--- src/rtl/instruction_encoder_loader.sv ---
// Packs field-level instruction descriptors into 20-bit words and writes them to consecutive addresses.
// Optional running XOR checksum of written words is enabled by defining LOADER_CHECKSUM_EN.
module instruction_encoder_loader #(
  parameter int MEM_DEPTH = 1024
) (
  input  logic        clk,
  input  logic        rst,
  input  logic        start,
  input  logic [9:0]  base_addr,
  input  logic        in_valid,
  output logic        in_ready,
  input  logic [1:0]  fmt,
  input  logic [4:0]  opcode,
  input  logic [3:0]  dr,
  input  logic [3:0]  sr1,
  input  logic [3:0]  sr2,
  input  logic [19:0] imm,
  input  logic [9:0]  addr,
  input  logic        last,
  output logic        mem_we,
  output logic [9:0]  mem_addr,
  output logic [19:0] mem_wdata,
  input  logic        mem_ack,
  output logic        busy,
  output logic        done,
  output logic        full,
  output logic        err,
  output logic [10:0] count,
  output logic [19:0] checksum
);

  typedef enum logic [2:0] {IDLE, ACCEPT, WRITE, DONE_S, FULL_S, ERR_S} state_t;

  localparam logic [9:0] LAST_ADDR = 10'(MEM_DEPTH - 1);

  state_t      state;
  logic        last_r;
  logic        imm_ok;
  logic [19:0] word;

  // A 20-bit value fits in [-64, 63] exactly when bits [19:6] are a pure sign extension.
  always_comb begin
    imm_ok = (imm[19:6] == 14'h0000) || (imm[19:6] == 14'h3FFF);
    word   = '0;
    case (fmt)
      2'd0:    word = {opcode, dr, sr1, sr2, 3'b000};
      2'd1:    word = {opcode, dr, sr1, imm[6:0]};
      2'd2:    word = {opcode, 5'b00000, addr};
      default: word = {opcode, 15'h0000};
    endcase
  end

  assign in_ready = (state == ACCEPT);
  assign mem_we   = (state == WRITE);
  assign busy     = (state == ACCEPT) || (state == WRITE);

  // start overrides everything, including an ack arriving in the same cycle.
  always_ff @(posedge clk or posedge rst) begin
    if (rst) begin
      state     <= IDLE;
      last_r    <= 1'b0;
      mem_addr  <= '0;
      mem_wdata <= '0;
      count     <= '0;
      done      <= 1'b0;
      full      <= 1'b0;
      err       <= 1'b0;
    end else if (start) begin
      mem_addr <= base_addr;
      count    <= '0;
      done     <= 1'b0;
      err      <= 1'b0;
      if ({1'b0, base_addr} >= 11'(MEM_DEPTH)) begin
        full  <= 1'b1;
        state <= FULL_S;
      end else begin
        full  <= 1'b0;
        state <= ACCEPT;
      end
    end else begin
      case (state)
        ACCEPT: begin
          if (in_valid) begin
            if (fmt == 2'd1 && !imm_ok) begin
              err   <= 1'b1;
              state <= ERR_S;
            end else begin
              mem_wdata <= word;
              last_r    <= last;
              state     <= WRITE;
            end
          end
        end
        WRITE: begin
          if (mem_ack) begin
            count <= count + 11'd1;
            if (last_r) begin
              done <= 1'b1;
              if (mem_addr == LAST_ADDR) full <= 1'b1;
              state <= DONE_S;
            end else if (mem_addr == LAST_ADDR) begin
              full  <= 1'b1;
              state <= FULL_S;
            end else begin
              mem_addr <= mem_addr + 10'd1;
              state    <= ACCEPT;
            end
          end
        end
        default: ;
      endcase
    end
  end

`ifdef LOADER_CHECKSUM_EN
  logic ack_fire;
  assign ack_fire = (state == WRITE) && mem_ack && !start;

  always_ff @(posedge clk or posedge rst) begin
    if (rst)           checksum <= '0;
    else if (start)    checksum <= '0;
    else if (ack_fire) checksum <= checksum ^ mem_wdata;
  end
`else
  assign checksum = '0;
`endif

endmodule

--- config.mk ---
export PLATFORM = sky130hd
export DESIGN_NAME = instruction_encoder_loader
export DESIGN_NICKNAME = d
export VERILOG_FILES = /design/src/rtl/instruction_encoder_loader.sv
export SDC_FILE = /design/constraint.sdc
export NUM_CORES = 1
export LEC_CHECK = 0
export ABC_AREA = 0
export CORE_ASPECT_RATIO = 1.25
export CORE_UTILIZATION = 44
export DETAILED_ROUTE_END_ITERATION = 8
export GPL_TIMING_DRIVEN = 0
export PLACE_DENSITY = 0.86
export SYNTH_ARGS = -nofsm -noshare
export SYNTH_HDL_FRONTEND = slang
export SYNTH_SLANG_ARGS = --single-unit
--- constraint.sdc ---
create_clock -name clk -period 3.2 [get_ports clk]
set_input_delay 0.32 -clock clk [delete_from_list [all_inputs] [get_ports clk]]
set_output_delay 0.32 -clock clk [all_outputs]
set_load 0.005 [all_outputs]
* Word-level counts from Yosys, hierarchy flattened
Cells that the tools add are included.
Storage, ports and cells: output and inout port bits 67, register bits 48, input port bits 65
Operators by class: multiplexer cells 28, bitwise gates (word level) 2, $add $sub $neg 2, eq/ne operators 10, reductions and logical operators 21
Operators by type and width (number):
- 10-bit two-way mux | 5
- 15-bit one-hot mux with 3 select lines | 1
- 11-bit two-way mux | 3
- 3-bit two-way mux | 6
- 14-bit equality test, second input constant | 1
- 14-bit logical NOT | 1
- 2-bit nonzero test | 7
- 1-bit two-way mux | 12
- 3-bit AND reduction | 4
- 11-bit by 1-bit adder with 11-bit output, second input constant | 1
- 10-bit by 1-bit adder with 10-bit output, second input constant | 1
- 10-bit equality test, second input constant | 1
- 4-bit AND reduction | 2
- 3-bit one-hot mux with 2 select lines | 1
- 2-bit != test, second input constant | 2
- 3-bit by 1-bit equality test with 1-bit output, second input constant | 1
- 3-bit by 2-bit equality test with 1-bit output, second input constant | 1
- 3-bit by 2-bit != test with 1-bit output, second input constant | 1
- 3-bit != test, second input constant | 1
- 3-bit nonzero test | 1
- 2-bit by 1-bit equality test with 1-bit output, second input constant | 1
- 2-bit equality test, second input constant | 1
- 2-bit logical NOT | 1
- 1-bit logical OR | 2
- other kinds (4) | 5

* Longest topological paths before layout
depth in word-level cells 8, mapped depth 6, gate-level depth less buffers 5

* Worst setup path before layout
Ideal clock, no wire load.
path kind reg-to-reg, start point reg mem_addr[0], end point reg mem_addr[9], data required time 3118 ps, setup slack 1215 ps, arrival 1903 ps, stages on the path, launching flop included 6, library setup time 82 ps, clock period less this slack 1985 ps, cells stage by stage dfrtp_1 ha_1 and4_1 a311o_1 or4_1 a31oi_1
On the way: longest elaborated chain between the ends 6, elaborated cells on any way between the ends 9, classes of those cells add/sub (1); eq/ne (2); mux (5); reduce/logical (1)
Ends and longest elaborated chain:
- start, declared | line 21 | output logic [9:0] mem_addr,
- start signal, assigned | line 69 | mem_addr <= base_addr;
- start signal, assigned | line 105 | mem_addr <= mem_addr + 10'd1;
- 10-bit by 1-bit adder with 10-bit output | line 105
- 10-bit two-way mux | line 101 | end else if (mem_addr == LAST_ADDR) begin
- 10-bit two-way mux | line 97 | if (last_r) begin
- 10-bit two-way mux | line 95 | if (mem_ack) begin
- 10-bit two-way mux | line 81 | case (state)
- 10-bit two-way mux | line 68 | end else if (start) begin
Several ways; a longest one is shown, not always the timed one. The select of a mux whose other input is x is not followed. A chain may end at the register's enable or synchronous reset.

* Worst setup path after layout
start point in imm[15], end point reg mem_wdata[16]
On the way: longest elaborated chain between the ends 6, elaborated cells on any way between the ends 7, classes of those cells eq/ne (1); bitwise (1); reduce/logical (5)
Ends and longest elaborated chain:
- start, declared | line 17 | input logic [19:0] imm,
- 14-bit equality test / 14-bit logical NOT (equally long branches) | line 43 | imm_ok = (imm[19:6] == 14'h0000) || (imm[19:6] == 14'h3FFF);
- 1-bit logical OR * | line 43
- 1-bit logical NOT * | line 84 | if (fmt == 2'd1 && !imm_ok) begin
- 1-bit logical AND * | line 84
- 1-bit NOT (no line) *
- 4-bit AND reduction (no line) *
- end signal, assigned | line 88 | mem_wdata <= word;
- end, declared | line 22 | output logic [19:0] mem_wdata,
Every way passes the cells marked *; elsewhere a longest branch is shown, timed or not.

==> metrics.txt <==
status=completed; post-layout instance area=between 0.004 and 0.005 mm²; VDD IR max=0.000339 V; CTS sink count=48; CP arrival=2.62 ns; DRT Pass-1 Iters=4; IO buf count=111; skew final=0.00868 ns; vias in the first global route=around 2500; Boundary Pins=132; Post-CTS Resized=0; Clock Tree Root=clkbuf_8; library cells used by synthesis=51; Post-CTS Hold Buffers=0; Worst Setup End Kind=flop; worst r2r dst=mem_wdata[16]; CTS tree=yes; Post-Synthesis Cells=271; total clock buffers created by CTS=5; HPWL Detailed=5.22 mm; Crit Reg-Reg Startpoint=state[0]; Synth async-reset ratio=100%; antenna violations before repair=0; Post-synth EDFFs=0; Core ar.=a little under 0.006 mm²; Synth Register Bits=48; ys flop type=dfrtp_1; DIE AREA=0.00646 mm²; # setup viols final=0; Worst Setup EP=mem_wdata[16]; PD cells=454 mW/mm²; All-Layer GR Usage=21.3%; static leakage=1.70 nW; fmax=0.411 GHz; P&R area growth vs syn=51.9%; Slew Limit Fails=0; setup tns final=0 ns; post-synthesis sequential area ratio=44.4%; flop-to-flop setup slack=0.96 ns; total wire length=6.71 mm; height of the die=89.6 µm; share of layout cells above drive strength 1=a little over an eighth; final hold violation count=0; Die X=72.1 µm; RSZ-0062 raised after global routing=no; Nets=about 480; diode count=0; fin crit period=2.43 ns; site row count=31; DR DRC count=0; Worst Setup Start Kind=input port; Worst-path clk slew=0.09 ns; Hold Crit Class=input port to asynchronous set/reset pin; slew margin rel.=approximately three fifths; placed cell area=about 0.004 mm²; first-pass GRT wire length=10.8 mm; met2 Use GR=between 40% and 50%; via density per instance=5.16; Bufs on Longest Clock Path=2; critical setup path kind=input port to flop; Yosys warnings=0; worst-margin pin slew=approximately 0.61 ns; routing usage on met3=6.36%; largest net degree at the start of global routing=28; most used routing layer=met2; post-route ant nets=0; gr ovfl total=0; Hold WS=0.361 ns; Setup Fix Bufs, Post-CTS=0; reg2reg path depth=5; GPL Wtd Cong=0.767; # Max-Cap Violations=0; Final Cycle Share=76.0%; DRT iter0 DRCs=between 90 and 100; Initial Utilization=46.1%; Worst-Skew Late Latency=0.30 ns; Mapped Avg Cell Area=9.97 µm²; Via Count=2532; critical path data required time=3.38 ns; Crit. Startpoint=imm[15]; H-tree Lvls=2; Global Route met1 Usage=23.0%; WL per Instance=about 14 µm; synthesized area=0.00270 mm²; CP max FO=10
-- registers in the layout, summed over array words and instances (netlist names) --
| name | cells |
|---|---|
| count | 11 |
| done | 1 |
| err | 1 |
| full | 1 |
| last_r | 1 |
| mem_addr | 10 |
| mem_wdata | 20 |
| state | 3 |
-- where the power goes --
group / internal [mW] / leakage [nW] / switching (mW) / total, mW
sequential: 0.735 / 0.607 / 0.100 / 0.835
combinational: 0.425 / 1.05 / 0.212 / 0.637
clock: 0.193 / 0.0503 / 0.200 / 0.393
total: 1.35 / 1.70 / 0.512 / 1.87
-- cell usage in the layout (no fill, tap or decap), drive strengths merged, types with 2 or more instances in the layout --
master,count
xnor2,6
inv,9
or2,2
ha,2
nand2,24
a2111o,3
a211oi,3
conb,20
and4,3
nand3,12
nand4,11
o2bb2ai,2
a22o,6
o41ai,2
or4,6
o21ai,11
a2111oi,2
mux2i,5
dfrtp,48
a21oi,3
o211ai,2
buf,26
nor4,3
or3,4
clkdlybuf4s50,111
a31oi,8
nor2,20
clkbuf,13
o31ai,3
xor2,4
a311o,2
nor3,3
mux2,16
nor3b,2
-- synthesized netlist by cell type, drive strengths merged (4+ instances only) --
library cell | n | share of area [%]
or4 | 6 | 1.7
dfrtp | 48 | 44
xor2 | 4 | 1.3
a22o | 6 | 1.9
xnor2 | 6 | 1.9
nand3 | 12 | 2.2
inv | 9 | 1.2
nor2 | 20 | 2.8
mux2i | 5 | 1.9
or3 | 4 | 0.93
buf | 25 | 6.7
a31oi | 8 | 2.4
clkbuf | 6 | 0.83
mux2 | 16 | 6.7
nand2 | 24 | 3.3
o21ai | 11 | 2.0
nand4 | 11 | 2.8
-- cell families after synthesis --
logic type | after synthesis | synth area share [%]
AND/OR/NAND/NOR | 95 | 18.7
buffers and inverters | 41 | 8.89
XOR/XNOR | 10 | 3.24
flip-flops | 48 | 44.4
AO/OA/AOI/OAI | 53 | 15.2
adder cells (fa/ha/maj) | 2 | 0.926
multiplexers | 21 | 8.52
other | 1 | 0.139
-- cell type report --
class | instances | area [µm²]
buffer | 31 | 203
clock buffer | 7 | 96.3
fill | 455 | 1750
inverter | 10 | 37.5
multi-input combinational | 201 | 1330
sequential | 48 | 1200
tap | 82 | 103
timing repair buffer | 112 | 1130
-- worst min-delay path by stage --
stage                       startpoint          end  slack, ns  depth (start not counted)
final                              rst    count[10]       0.36                          2
after global routing               rst  mem_addr[3]       0.39                          2
after CTS                          rst  mem_addr[9]       0.38                          2
after detailed placement           err          err       0.47                          2
after global placement             err          err       0.46                          2
after floorplan           base_addr[3]  mem_addr[3]       0.44                          2
-- worst max-delay path, cell delays in order --
cell and delay [ns]:
clkdlybuf4s50_1 0.42, nor4_1 0.51, nand4_2 0.33, a31oi_4 0.48, buf_6 0.21, mux2_2 0.34
-- through the flow --
stage | setup WS, ns | total power, mW | util, % | std cells
finish | 0.766 | 1.87 | 70.1 | 491
floorplan | 1.22 | 1.07 | - | 290
global placement | 0.502 | 1.46 | 68.1 | 483
global route | 0.639 | 1.97 | 70.1 | 491
detailed placement | 0.442 | 1.48 | 68.4 | 484
CTS | 0.783 | 1.88 | 70.1 | 491
-- routing by layer --
| metal | part of all wire, % | vias to the layer above |
|---|---|---|
| li1 | - | 1241 |
| met1 | 39 | 1191 |
| met2 | 53 | 94 |
| met3 | 7.0 | 6 |
| met4 | 0.73 | 0 |
| met5 | 0 | - |
(Power assumes the default switching activity.)
